$ cat src/rtl/dmem_access_ctrl.sv
// dmem_access_ctrl: initiator-side controller between the CPU MEM stage and a
// multi-cycle data RAM. It latches a load/store, holds cs/we/addr/din stable
// until the RAM drops ram_stall, returns read data and stalls the pipeline for
// the whole transaction. It then drives a one-cycle flush address so the next
// access always starts a fresh RAM handshake.
// Ports: clk/rst (async active-high); req/req_we/req_addr/req_wdata from the
// pipeline; cpu_stall/done/rdata/err/wait_cycles back to it; ram_cs/ram_we/
// ram_addr/ram_din to the RAM, ram_dout/ram_stall from it.
// Optional feature: define DMEM_TIMEOUT_EN to abort accesses after TIMEOUT
// WAIT cycles (err=1); without it err is tied to 0 and WAIT never times out.
module dmem_access_ctrl #(
  parameter int TIMEOUT   = 32,
  parameter int CNT_WIDTH = 8
) (
  input  logic                 clk,
  input  logic                 rst,
  input  logic                 req,
  input  logic                 req_we,
  input  logic [31:0]          req_addr,
  input  logic [31:0]          req_wdata,
  output logic                 cpu_stall,
  output logic                 done,
  output logic [31:0]          rdata,
  output logic                 err,
  output logic [CNT_WIDTH-1:0] wait_cycles,
  output logic                 ram_cs,
  output logic                 ram_we,
  output logic [31:0]          ram_addr,
  output logic [31:0]          ram_din,
  input  logic [31:0]          ram_dout,
  input  logic                 ram_stall
);

  typedef enum logic [1:0] {
    S_IDLE = 2'd0,
    S_WAIT = 2'd1,
    S_DONE = 2'd2
  } state_t;

`ifdef DMEM_TIMEOUT_EN
  localparam logic [CNT_WIDTH-1:0] TIMEOUT_C = CNT_WIDTH'(TIMEOUT);
`endif

  state_t               state_q, state_d;
  logic [31:0]          addr_q, addr_d;
  logic                 we_q, we_d;
  logic [31:0]          wdata_q, wdata_d;
  logic [CNT_WIDTH-1:0] cnt_q, cnt_d;
  logic [31:0]          rdata_q, rdata_d;
  logic [CNT_WIDTH-1:0] wcyc_q, wcyc_d;
  logic                 ram_cs_q, ram_cs_d;
  logic                 ram_we_q, ram_we_d;
  logic [31:0]          ram_addr_q, ram_addr_d;
  logic [31:0]          ram_din_q, ram_din_d;
`ifdef DMEM_TIMEOUT_EN
  logic                 err_q, err_d;
`endif

  // The ram_* registers are loaded with the value belonging to the *next*
  // state, so they change exactly on the state-transition edge and never
  // depend combinationally on req.
  always_comb begin
    state_d    = state_q;
    addr_d     = addr_q;
    we_d       = we_q;
    wdata_d    = wdata_q;
    cnt_d      = cnt_q;
    rdata_d    = rdata_q;
    wcyc_d     = wcyc_q;
    ram_cs_d   = ram_cs_q;
    ram_we_d   = ram_we_q;
    ram_addr_d = ram_addr_q;
    ram_din_d  = ram_din_q;
`ifdef DMEM_TIMEOUT_EN
    err_d      = err_q;
`endif

    unique case (state_q)
      S_IDLE: begin
        ram_cs_d   = 1'b0;
        ram_we_d   = 1'b0;
        ram_addr_d = addr_q;
        ram_din_d  = '0;
        if (req) begin
          state_d    = S_WAIT;
          addr_d     = req_addr;
          we_d       = req_we;
          // Loads present zero on the data bus.
          wdata_d    = req_we ? req_wdata : 32'h0;
          cnt_d      = '0;
`ifdef DMEM_TIMEOUT_EN
          err_d      = 1'b0;
`endif
          ram_cs_d   = 1'b1;
          ram_we_d   = req_we;
          ram_addr_d = req_addr;
          ram_din_d  = req_we ? req_wdata : 32'h0;
        end
      end

      S_WAIT: begin
        // Saturating count of WAIT cycles seen so far.
        cnt_d = (cnt_q == '1) ? cnt_q : cnt_q + 1'b1;
        if (!ram_stall) begin
          state_d    = S_DONE;
          wcyc_d     = cnt_q;
          if (!we_q) begin
            rdata_d = ram_dout;
          end
          ram_cs_d   = 1'b0;
          ram_we_d   = 1'b0;
          ram_addr_d = addr_q ^ 32'h1;  // flush address for the DONE cycle
          ram_din_d  = '0;
        end
`ifdef DMEM_TIMEOUT_EN
        else if (cnt_q == TIMEOUT_C) begin
          state_d    = S_DONE;
          wcyc_d     = cnt_q;
          err_d      = 1'b1;
          ram_cs_d   = 1'b0;
          ram_we_d   = 1'b0;
          ram_addr_d = addr_q ^ 32'h1;
          ram_din_d  = '0;
        end
`endif
      end

      S_DONE: begin
        // req is ignored here; the pipeline advances this cycle.
        state_d    = S_IDLE;
        ram_cs_d   = 1'b0;
        ram_we_d   = 1'b0;
        ram_addr_d = addr_q;
        ram_din_d  = '0;
      end

      default: begin
        state_d = S_IDLE;
      end
    endcase
  end

  always_ff @(posedge clk or posedge rst) begin
    if (rst) begin
      state_q    <= S_IDLE;
      addr_q     <= '0;
      we_q       <= 1'b0;
      wdata_q    <= '0;
      cnt_q      <= '0;
      rdata_q    <= '0;
      wcyc_q     <= '0;
      ram_cs_q   <= 1'b0;
      ram_we_q   <= 1'b0;
      ram_addr_q <= '0;
      ram_din_q  <= '0;
    end else begin
      state_q    <= state_d;
      addr_q     <= addr_d;
      we_q       <= we_d;
      wdata_q    <= wdata_d;
      cnt_q      <= cnt_d;
      rdata_q    <= rdata_d;
      wcyc_q     <= wcyc_d;
      ram_cs_q   <= ram_cs_d;
      ram_we_q   <= ram_we_d;
      ram_addr_q <= ram_addr_d;
      ram_din_q  <= ram_din_d;
    end
  end

`ifdef DMEM_TIMEOUT_EN
  always_ff @(posedge clk or posedge rst) begin
    if (rst) begin
      err_q <= 1'b0;
    end else begin
      err_q <= err_d;
    end
  end
  assign err = err_q;
`else
  assign err = 1'b0;
`endif

  // The request cycle itself stalls, hence the combinational req term.
  assign cpu_stall   = ((state_q == S_IDLE) && req) || (state_q == S_WAIT);
  assign done        = (state_q == S_DONE);
  assign rdata       = rdata_q;
  assign wait_cycles = wcyc_q;
  assign ram_cs      = ram_cs_q;
  assign ram_we      = ram_we_q;
  assign ram_addr    = ram_addr_q;
  assign ram_din     = ram_din_q;

endmodule

$ cat config.mk
export PLATFORM = sky130hd
export DESIGN_NAME = dmem_access_ctrl
export DESIGN_NICKNAME = d
export VERILOG_FILES = /design/src/rtl/dmem_access_ctrl.sv
export SDC_FILE = /design/constraint.sdc
export NUM_CORES = 1
export LEC_CHECK = 0
export CAP_MARGIN = 5
export CELL_PAD_IN_SITES_DETAIL_PLACEMENT = 0
export CELL_PAD_IN_SITES_GLOBAL_PLACEMENT = 2
export CORE_ASPECT_RATIO = 1.4
export CORE_UTILIZATION = 25
export CTS_BUF_LIST = sky130_fd_sc_hd__clkbuf_8
export CTS_CLUSTER_SIZE = 20
export DETAILED_ROUTE_END_ITERATION = 16
export PLACE_DENSITY = 0.67
export SYNTH_ARGS = -nofsm -noshare
export SYNTH_HDL_FRONTEND = slang
export SYNTH_SLANG_ARGS = --single-unit
$ cat constraint.sdc
create_clock -name clk -period 11 [get_ports clk]
set_input_delay 1.1 -clock clk [delete_from_list [all_inputs] [get_ports clk]]
set_output_delay 1.1 -clock clk [all_outputs]
set_load 0.05 [all_outputs]
Yosys cells after proc, flatten, opt, wreduce, memory -nomap -nowiden
Cells that the tools add are included.

cells by class
  divide/modulo/power cells = 0
  magnitude comparators = 0
  eq/ne operators = 6
  shift operators = 0
  multipliers = 0
  bitwise logic cells = 3
  add/subtract/negate cells = 1
  reductions and logical operators = 11
  muxes and demuxes = 18

operator list
  operator             count
  $pmux 32 s3          2
  $mux 32              5
  $mux 8               2
  $pmux 8 s2           1
  $add 8x1->8 const B  1
  $eq 8x8->1 const B   1
  $reduce_and 2->1     4
  $ne 2x2->1 const B   3
  $pmux 1 s3           2
  $reduce_and 3->1     2
  $mux 2               2
  $pmux 2 s2           1
  $mux 1               3
  $not 1->1            3
  $reduce_bool 3->1    1
  $eq 2x1->1 const B   1
  $eq 2x2->1 const B   1
  $logic_not 2->1      1
  $reduce_bool 2->1    1
  $logic_and 1x1->1    1
  $logic_or 1x1->1     1

storage, ports and cells
  logic and storage cells = 49
  memory bits (writable) = 0
  latch bits = 0
  register bits after elaboration = 149
  bits in read-only memories = 0
  memories = 0
  output and inout bits = 109
  input bits = 101

Logic depth before layout (Yosys ltp)
Gate-level depths: netlist of run 1.

  depth in word-level cells = 3
  gate-level depth with buffers = 9
  depth with buffers taken out = 6

Worst setup path after synthesis of run 1
OpenSTA, ideal clock, no wires.

  path type = input port to output port
  start = in req
  end = out cpu_stall
  path buffers = 1
  required time = 9900 ps
  arrival time = 1805 ps
  slack = 8095 ps
  stages on the path = 3
  cell sequence = nand2_1 buf_2 nand2_1

between the ends
  cells in the longest elaborated chain, start to end = 2

RTL lines
  element            RTL line  RTL
  start, declared    17        input logic req,
  $logic_and 1x1->1  185       assign cpu_stall = ((state_q == S_IDLE) && req) || (state_q == S_WAIT);
  $logic_or 1x1->1   185
  end, declared      21        output logic cpu_stall,

Every way passes these cells.

Worst setup path after layout of run 1
Ends and elaborated chain as after synthesis.

==> results of run 1 <==
## cell families (layout without fill, tap and decap cells)
family          count (synthesis)  in the layout  synth area share, %
flops                         149            149                 61.2
mux                           103            103                 18.5
compound gates                 84             84                 10.0
simple gates                   70             70                 5.18
buf+inv                        31            249                 3.31
fa+ha+maj                       7              7                 1.44
xor+xnor                        2              2                0.288
other cells                     1              1               0.0616
## path summary, 6_finish.rpt
check / from / to / slack [ns] / depth (start not counted)
max: req / cpu_stall / 6.70 / 4
min: ram_addr[4]$_DFFE_PP0P_ / ram_addr[4]$_DFFE_PP0P_ / 0.48 / 2
max reg2reg: state_q[1]$_DFFE_PP0P_ / ram_addr[20]$_DFFE_PP0P_ / 8.72 / 5
min reg2reg: ram_addr[4]$_DFFE_PP0P_ / ram_addr[4]$_DFFE_PP0P_ / 0.48 / 2
max in group asynchronous: rst / ram_addr[29]$_DFFE_PP0P_ / 8.37 / 3
min in group asynchronous: rst / wait_cycles[3]$_DFFE_PP0P_ / 1.14 / 2
## state kept, by name, summed over array words and instances (netlist names)
register     count
state_q          2
rdata           32
ram_addr        32
wait_cycles      8
we_q             1
cnt_q            8
ram_we           1
ram_din         32
addr_q          32
ram_cs           1
## worst register-to-register path, stage by stage, from the launching register on
cell and delay, ns:
dfrtp_1 0.41, inv_1 0.11, ha_1 0.33, nand2b_1 0.24, o21ai_2 0.79, o21ai_0 0.24
## final cells by class
type | count | area [um2] | share of cell area [%]
clock buffers | 20 | 275 | 3.10
clock inverters | 10 | 131 | 1.48
inverters | 6 | 27.5 | 0.310
multi-input cells | 267 | 2180 | 24.6
flip-flops and latches | 149 | 3730 | 42.0
well taps | 310 | 388 | 4.37
repair buffers | 213 | 2140 | 24.1
## cell usage in the layout, fill, tap and decap left out, drive strengths merged
cell	count
nand2	42
buf	5
inv	9
nor2	14
o21ba	1
nand4	2
o211ai	2
clkdlybuf4s50	208
a21oi	1
a221oi	5
a21o	1
ha	7
nand2b	3
nor2b	1
and2	1
conb	1
clkinvlp	2
mux2i	26
nor3	1
bufinv	3
dfrtp	149
or4b	1
o21ai	37
and3	2
clkbuf	20
nand3	3
xnor2	2
o31ai	4
clkinv	2
a22o	33
mux2	77
## through the flow
step,instance area (um2),utilization (%),power (W),worst slack (ns),instances
after floorplan,6090,-,0.00192,5.89,447
after global placement,8430,35.3,0.00238,6.63,944
after detailed placement,8430,35.3,0.00240,6.63,944
after CTS,8840,37.0,0.00285,6.63,974
after global routing,8870,37.1,0.00298,6.52,975
final,8870,37.1,0.00280,6.70,975
## where the power goes
part | internal (W) | total, W | switching, W
clock network | 0.000238 | 0.000438 | 0.000200
logic | 0.000550 | 0.00148 | 0.000926
registers | 0.000772 | 0.000889 | 0.000117
total | 0.00156 | 0.00280 | 0.00124
## routing by layer
metal / part of all wire, % / vias up / track usage (%)
li1: - / 2007 / -
met1: 40 / 2073 / 14.4
met2: 50 / 150 / 22.2
met3: 7.8 / 22 / 5.00
met4: 2.5 / 0 / 5.81
met5: 0 / - / 0
==> impl_metrics.env, run 1 <==
export IMPL_status="finished, final reports clean"
export IMPL_period_minus_slack_ns=4.30
export IMPL_grt_max_degree=77
export IMPL_drv_slew=0
export IMPL_clkSlewWorstSetupHoldPaths_ns=0.08
export IMPL_layout_drive_gt1_share_pct=18.2
export IMPL_report_final_hold_viol_count=0
export IMPL_antenna_found_initial=0
export IMPL_syn_instance_count=447
export IMPL_fmaxAchievable_mhz=232
export IMPL_worst_hold_slack_ns=0.485
export IMPL_maximum_single_stage_delay_on_the_critical_path_ns=0.83
export IMPL_cts_buffers_inserted=17
export IMPL_setup_worst_path_start_class="input port"
export IMPL_final_tns_setup_ns=0
export IMPL_critical_path_top_cell_by_count="clkdlybuf4s50_1"
export IMPL_post_dp_hpwl_mm=10.9
export IMPL_mappedNetlistNets=555
export IMPL_post_cts_hold_buffer_count=0
export IMPL_setup_violations=0
export IMPL_synth_ff_latch_count=149
export IMPL_routed_wire_length_per_instance_um=15.8
export IMPL_ant_nets=0
export IMPL_vdd_drop_max_mv=0.121
export IMPL_synth_cell_area_um2=6090
export IMPL_first_global_vias=4688
export IMPL_critical_path_slowest_cell="clkdlybuf4s50_1"
export IMPL_area_added_between_synthesis_and_finish_pct=45.6
export IMPL_start_util_pct=25.5
export IMPL_vias_per_cell=4.36
export IMPL_tritoncts="done"
export IMPL_fin_worst_skew_ns=0.0125
export IMPL_dieArea_um2=25000
export IMPL_synth_enable_flop_cells=0
export IMPL_synth_top_cells_by_area="dfrtp_1 61%, mux2_2 14%, a22o_1 4.7%, mux2i_1 4.3%, o21ai_0 3.0%"
export IMPL_grt_setup_unrepaired="no"
export IMPL_drcViolationCount=0
export IMPL_cts_sinks=149
export IMPL_clock_tree_buffer_depth=2
export IMPL_placementRows=67
export IMPL_drt_pre_antenna_iters=4
export IMPL_cts_max_level=4
export IMPL_worstSetupEndpointType="output port"
export IMPL_core_area_um2=23900
export IMPL_die_y_um=187
export IMPL_cts_repair_resized=0
export IMPL_port_buffers=208
export IMPL_worst_slew_pin_transition_ns=1.01
export IMPL_synth_seq_area_share_pct=61.2
export IMPL_drt_total_wl_mm=15.4
export IMPL_timing_critical_path_buf_inv=2
export IMPL_critical_path_required_ns=9.90
export IMPL_hp_class="flop to flop"
export IMPL_cts_setup_buffers=0
export IMPL_gp_congestion=0.711
export IMPL_wire_length_of_the_first_global_routing_pass_mm=25.2
export IMPL_maxCapViolations=0
export IMPL_num_io_pins=210
export IMPL_static_leakage_power_nw=3.73
export IMPL_grt_use_total_pct=13.1
export IMPL_arrival_ns=3.20
export IMPL_clock_latency_ns=0.45
export IMPL_power_per_cell_area_nw_per_um2=316
export IMPL_largest_fanout_on_the_critical_path=34
export IMPL_iter_0_drt_violations=115
export IMPL_share_of_the_clock_period_used_by_the_worst_path_after_layout_pct=39.1
export IMPL_antenna_cells_inserted=0
export IMPL_path_delay_family="buffers and inverters"
export IMPL_die_w_um=134
export IMPL_routed_via_count=4252
export IMPL_syn_area_per_cell_um2=13.6
export IMPL_cts_root_buf="clkbuf_8"
export IMPL_netlist_cell_type_count=36
export IMPL_slew_headroom_pct=32.4
export IMPL_synth_async_reset_ratio_pct=100
export IMPL_netlist_area_leader_share_pct=61.2
export IMPL_grt_overflow_total=0
export IMPL_setup_worst_path_class="input port to output port"
export IMPL_post_synth_top_count_cell="dfrtp_1"
export IMPL_synthTopCellsByCount="149 x dfrtp_1, 76 x mux2_2, 42 x nand2_1"
export IMPL_prevailing_post_synth_register_cell="dfrtp_1"
export IMPL_cells_along_the_critical_path="clkdlybuf4s50_1 -> nand2_2 -> nand2_1 -> clkdlybuf4s50_1"
export IMPL_post_synth_top_area_cell="dfrtp_1"
export IMPL_final_layout_net_count=762
export IMPL_num_fill_cells=2354
export IMPL_synth_warnings=0
Note: power is estimated with default switching activity, not from simulation.
==> inputs of run 2 (changes only) <==
==> constraint.sdc (replaced) <==
create_clock -name clk -period 4.3 [get_ports clk]
set_input_delay 0.43 -clock clk [delete_from_list [all_inputs] [get_ports clk]]
set_output_delay 0.43 -clock clk [all_outputs]
set_load 0.05 [all_outputs]
==> impl_metrics.env, run 2 (same netlist as run 1, synthesis figures left out) <==
export IMPL_cells_along_the_critical_path="inv_1 -> ha_1 -> inv_2 -> nand2_1 -> clkdlybuf4s50_1"
export IMPL_post_dp_hpwl_mm=11.0
export IMPL_final_tns_setup_ns=0
export IMPL_ant_nets=0
export IMPL_setup_worst_path_class="flop to output port"
export IMPL_fin_worst_skew_ns=0.0143
export IMPL_layout_cell_area_non_filler_um2=8930
export IMPL_setup_slack_ns=1.34
export IMPL_cts_repair_resized=0
export IMPL_area_added_between_synthesis_and_finish_pct=46.6
export IMPL_grt_max_degree=105
export IMPL_drt_total_wl_mm=15.7
export IMPL_fmaxAchievable_mhz=338
export IMPL_dieArea_um2=25000
export IMPL_final_layout_net_count=764
export IMPL_vdd_drop_max_mv=0.374
export IMPL_status="finished, final reports clean"
export IMPL_critical_path_slowest_cell="clkdlybuf4s50_1"
export IMPL_routed_via_count=4293
export IMPL_num_fill_cells=2337
export IMPL_total_power_w=0.00730
export IMPL_period_minus_slack_ns=2.96
export IMPL_maximum_single_stage_delay_on_the_critical_path_ns=0.83
export IMPL_vias_per_cell=4.39
export IMPL_cts_max_level=4
export IMPL_wire_length_of_the_first_global_routing_pass_mm=24.9
export IMPL_path_delay_family="buffers and inverters"
export IMPL_cts_setup_buffers=0
export IMPL_arrival_ns=2.53
export IMPL_layout_cells_most_common="clkdlybuf4s50_1"
export IMPL_first_global_vias=4593
export IMPL_maxCapViolations=0
export IMPL_worst_hold_slack_ns=0.491
export IMPL_tritoncts="done"
export IMPL_antenna_cells_inserted=0
export IMPL_gp_congestion=0.703
export IMPL_cts_sinks=149
export IMPL_start_util_pct=25.5
export IMPL_die_y_um=187
export IMPL_die_w_um=134
export IMPL_grt_use_total_pct=12.9
export IMPL_drv_slew=0
export IMPL_power_per_cell_area_nw_per_um2=817
export IMPL_highest_count_cells_in_the_layout_ignoring_fill_and_taps="208 x clkdlybuf4s50_1, 149 x dfrtp_1, 76 x mux2_2"
export IMPL_worstSetupEndpointType="output port"
export IMPL_setup_violations=0
export IMPL_worst_slew_pin_transition_ns=1.13
export IMPL_drt_pre_antenna_iters=4
export IMPL_layout_drive_gt1_share_pct=18.7
export IMPL_post_cts_hold_buffer_count=0
export IMPL_dpl_worst_slack_ns=1.49
export IMPL_num_io_pins=210
export IMPL_port_buffers=208
export IMPL_share_of_the_clock_period_used_by_the_worst_path_after_layout_pct=68.9
export IMPL_clkSlewWorstSetupHoldPaths_ns=0.08
export IMPL_clock_latency_ns=0.44
export IMPL_setup_worst_path_start_class="flop"
export IMPL_drcViolationCount=0
export IMPL_antenna_found_initial=0
export IMPL_hp_class="input port to asynchronous set/reset pin"
export IMPL_grt_overflow_total=0
export IMPL_critical_path_required_ns=3.87
export IMPL_grt_setup_unrepaired="no"
export IMPL_iter_0_drt_violations=57
export IMPL_cts_root_buf="clkbuf_8"
export IMPL_report_final_hold_viol_count=0
export IMPL_postPlaceCellArea_um2=8460
export IMPL_core_area_um2=23900
export IMPL_static_leakage_power_nw=3.75
export IMPL_routed_wire_length_per_instance_um=16.1
export IMPL_largest_fanout_on_the_critical_path=10
export IMPL_slew_headroom_pct=24.9
export IMPL_cts_buffers_inserted=17
export IMPL_clock_tree_buffer_depth=2
export IMPL_timing_critical_path_buf_inv=3
export IMPL_placementRows=67
[run 2: worst min-delay path, cell delays in order]
cell,delay [ns]
clkdlybuf4s50_1,0.44
clkinvlp_4,0.11
buf_12,0.40
[run 2: power breakdown]
part | leakage, nW | internal [W] | total [W] | switching [W]
logic | 1.65 | 0.00141 | 0.00380 | 0.00239
clock network | 0.224 | 0.000657 | 0.00122 | 0.000562
registers | 1.88 | 0.00197 | 0.00228 | 0.000301
total | 3.75 | 0.00404 | 0.00730 | 0.00325
[run 2: metrics by stage]
stage / util (%) / instances
after floorplan: - / 447
after global placement: 35.4 / 946
after detailed placement: 35.4 / 946
after CTS: 37.3 / 977
after global routing: 37.4 / 978
final: 37.4 / 978
[run 2: cell type report]
type	instances	area (um2)	area share, %
well taps	310	388	4.34
repair buffers	215	2170	24.3
inverters	6	26.3	0.294
multi-input cells	267	2180	24.4
clock inverters	13	195	2.19
flip-flops and latches	149	3730	41.7
clock buffers	18	248	2.77
[run 2: final timing paths]
check	slack [ns]	end	depth (start not counted)	start
worst max-delay path	1.34	cpu_stall	5	state_q[1]$_DFFE_PP0P_
worst min-delay path	0.49	cnt_q[3]$_DFFE_PP0P_	3	rst
worst max register to register	1.73	ram_din[6]$_DFFE_PP0P_	6	state_q[1]$_DFFE_PP0P_
worst min register to register	0.49	ram_addr[29]$_DFFE_PP0P_	2	ram_addr[29]$_DFFE_PP0P_
max in group asynchronous	3.32	ram_din[3]$_DFFE_PP0P_	3	rst
min in group clk	0.49	ram_addr[29]$_DFFE_PP0P_	2	ram_addr[29]$_DFFE_PP0P_
[run 2: metal layers]
metal | up-vias | share of wire (%) | global-route usage (%)
met5 | - | 0 | 0
met4 | 0 | 0.90 | 3.93
met3 | 10 | 6.9 | 4.35
met2 | 137 | 52 | 22.8
met1 | 2135 | 40 | 14.5
li1 | 2011 | - | -
==> inputs of run 3 (changes only) <==
==> constraint.sdc (replaced) <==
create_clock -name clk -period 2.85 [get_ports clk]
set_input_delay 0.285 -clock clk [delete_from_list [all_inputs] [get_ports clk]]
set_output_delay 0.285 -clock clk [all_outputs]
set_load 0.05 [all_outputs]
==> impl_metrics.env, run 3 (same netlist as run 1, synthesis figures left out) <==
export IMPL_status="finished, final reports clean"
export IMPL_ff_latch_area_um2=3730
export IMPL_post_dp_hpwl_mm=11.4
export IMPL_routed_wire_length_per_instance_um=16.3
export IMPL_port_buffers=208
export IMPL_power_per_cell_area_nw_per_um2=1230
export IMPL_grt_max_degree=90
export IMPL_layout_cells_most_common="clkdlybuf4s50_1"
export IMPL_tritoncts="done"
export IMPL_worst_slew_pin_transition_ns=0.563
export IMPL_antenna_found_initial=0
export IMPL_clkSlewWorstSetupHoldPaths_ns=0.08
export IMPL_num_fill_cells=2375
export IMPL_cts_repair_resized=0
export IMPL_total_power_w=0.0110
export IMPL_report_final_hold_viol_count=0
export IMPL_area_added_between_synthesis_and_finish_pct=47.2
export IMPL_wire_length_of_the_first_global_routing_pass_mm=25.5
export IMPL_gp_congestion=0.709
export IMPL_layout_drive_gt1_share_pct=19.2
export IMPL_cts_buffers_inserted=17
export IMPL_final_layout_net_count=768
export IMPL_p_clk_share_pct=15.9
export IMPL_num_io_pins=210
export IMPL_cts_max_level=4
export IMPL_drv_slew=0
export IMPL_die_y_um=187
export IMPL_drcViolationCount=0
export IMPL_hp_class="input port to asynchronous set/reset pin"
export IMPL_power_switching_w=0.00486
export IMPL_multi_input_area_um2=2180
export IMPL_grt_overflow_total=0
export IMPL_worst_hold_slack_ns=0.233
export IMPL_post_cts_hold_buffer_count=0
export IMPL_cts_sinks=149
export IMPL_cts_root_buf="clkbuf_8"
export IMPL_start_util_pct=25.5
export IMPL_fin_worst_skew_ns=0.00726
export IMPL_placementRows=67
export IMPL_ant_nets=0
export IMPL_vias_per_cell=4.37
export IMPL_routed_via_count=4299
export IMPL_setup_worst_path_class="flop to output port"
export IMPL_post_layout_nonfiller_instances=983
export IMPL_vdd_drop_max_mv=0.533
export IMPL_critical_path_required_ns=2.57
export IMPL_final_tns_setup_ns=0
export IMPL_dieArea_um2=25000
export IMPL_grt_use_total_pct=13.3
export IMPL_grt_setup_unrepaired="no"
export IMPL_iter_0_drt_violations=81
export IMPL_power_switching_share_pct=44.1
export IMPL_intPower_w=0.00615
export IMPL_largest_fanout_on_the_critical_path=5
export IMPL_die_w_um=134
export IMPL_period_minus_slack_ns=2.40
export IMPL_globalRouteMet1Util_pct=15.1
export IMPL_drt_total_wl_mm=16.0
export IMPL_drt_pre_antenna_iters=4
export IMPL_setup_violations=0
export IMPL_fmaxAchievable_mhz=417
export IMPL_setup_worst_path_start_class="flop"
export IMPL_share_of_the_clock_period_used_by_the_worst_path_after_layout_pct=84.2
export IMPL_maxCapViolations=0
export IMPL_first_global_vias=4620
export IMPL_highest_count_cells_in_the_layout_ignoring_fill_and_taps="207 x clkdlybuf4s50_1, 149 x dfrtp_1, 76 x mux2_2"
export IMPL_cts_setup_buffers=0
export IMPL_worstSetupEndpointType="output port"
export IMPL_power_sequential_fraction_pct=31.3
export IMPL_gr_usage_met2_pct=22.9
export IMPL_clock_latency_ns=0.45
export IMPL_post_place_cells=951
export IMPL_comb_power_share_pct=52.8
export IMPL_met3_usage_pct=4.67
export IMPL_static_leakage_power_nw=3.79
export IMPL_slew_headroom_pct=62.4
export IMPL_clock_tree_buffer_depth=2
export IMPL_arrival_ns=2.11
export IMPL_core_area_um2=23900
export IMPL_global_route_peak_usage_layer="met2"
export IMPL_antenna_cells_inserted=0
run 3: per-layer routing:
layer  part of all wire (%)  vias to the layer above
met5                      0                        -
met4                   0.85                        0
met3                    6.8                       10
met2                     52                      141
met1                     41                     2130
li1                       -                     2018
run 3: worst max-delay path: stages (launching register included):
cell             delay [ns]
dfrtp_1                0.44
inv_1                  0.12
ha_1                   0.24
clkdlybuf4s50_1        0.86
run 3: area by class of cell:
cell class,instances,share of cell area [%]
Timing Repair Buffer,219,24.7
Clock buffer,22,3.38
Inverter,6,0.293
Multi-Input combinational cell,267,24.3
Tap cell,310,4.33
Clock inverter,10,1.44
Sequential cell,149,41.6
run 3: worst paths after layout:
check	from	endpoint	slack, ns	cells past startpoint
hold reg to reg	ram_we$_DFFE_PP0P_	ram_we$_DFFE_PP0P_	0.49	1
hold / removal	rst	ram_addr[22]$_DFFE_PP0P_	0.23	2
min in group clk	req_wdata[11]	ram_din[11]$_DFFE_PP0P_	0.43	2
setup / recovery	state_q[0]$_DFFE_PP0P_	done	0.45	3
max in group asynchronous	rst	ram_din[5]$_DFFE_PP0P_	1.74	3
setup reg to reg	state_q[1]$_DFFE_PP0P_	rdata[26]$_DFFE_PP0P_	0.62	6
run 3: power groups by stage:
stage | registers [W] | logic [W] | clock network, W
6_report | 0.00344 | 0.00582 | 0.00175
5_1_grt | 0.00356 | 0.00618 | 0.00192
4_1_cts | 0.00346 | 0.00593 | 0.00184
3_5_place_dp | 0.00349 | 0.00593 | 0
3_3_place_gp | 0.00345 | 0.00586 | 0
2_1_floorplan | 0.00541 | 0.00199 | 0
run 3: per-stage QoR:
stage | setup slack (ns) | cell area (um2) | utilization (%)
2_1_floorplan | 0.690 | 6100 | -
3_3_place_gp | 0.664 | 8530 | 35.7
3_5_place_dp | 0.591 | 8530 | 35.7
4_1_cts | 0.389 | 8960 | 37.5
5_1_grt | 0.306 | 8960 | 37.5
6_report | 0.450 | 8960 | 37.5
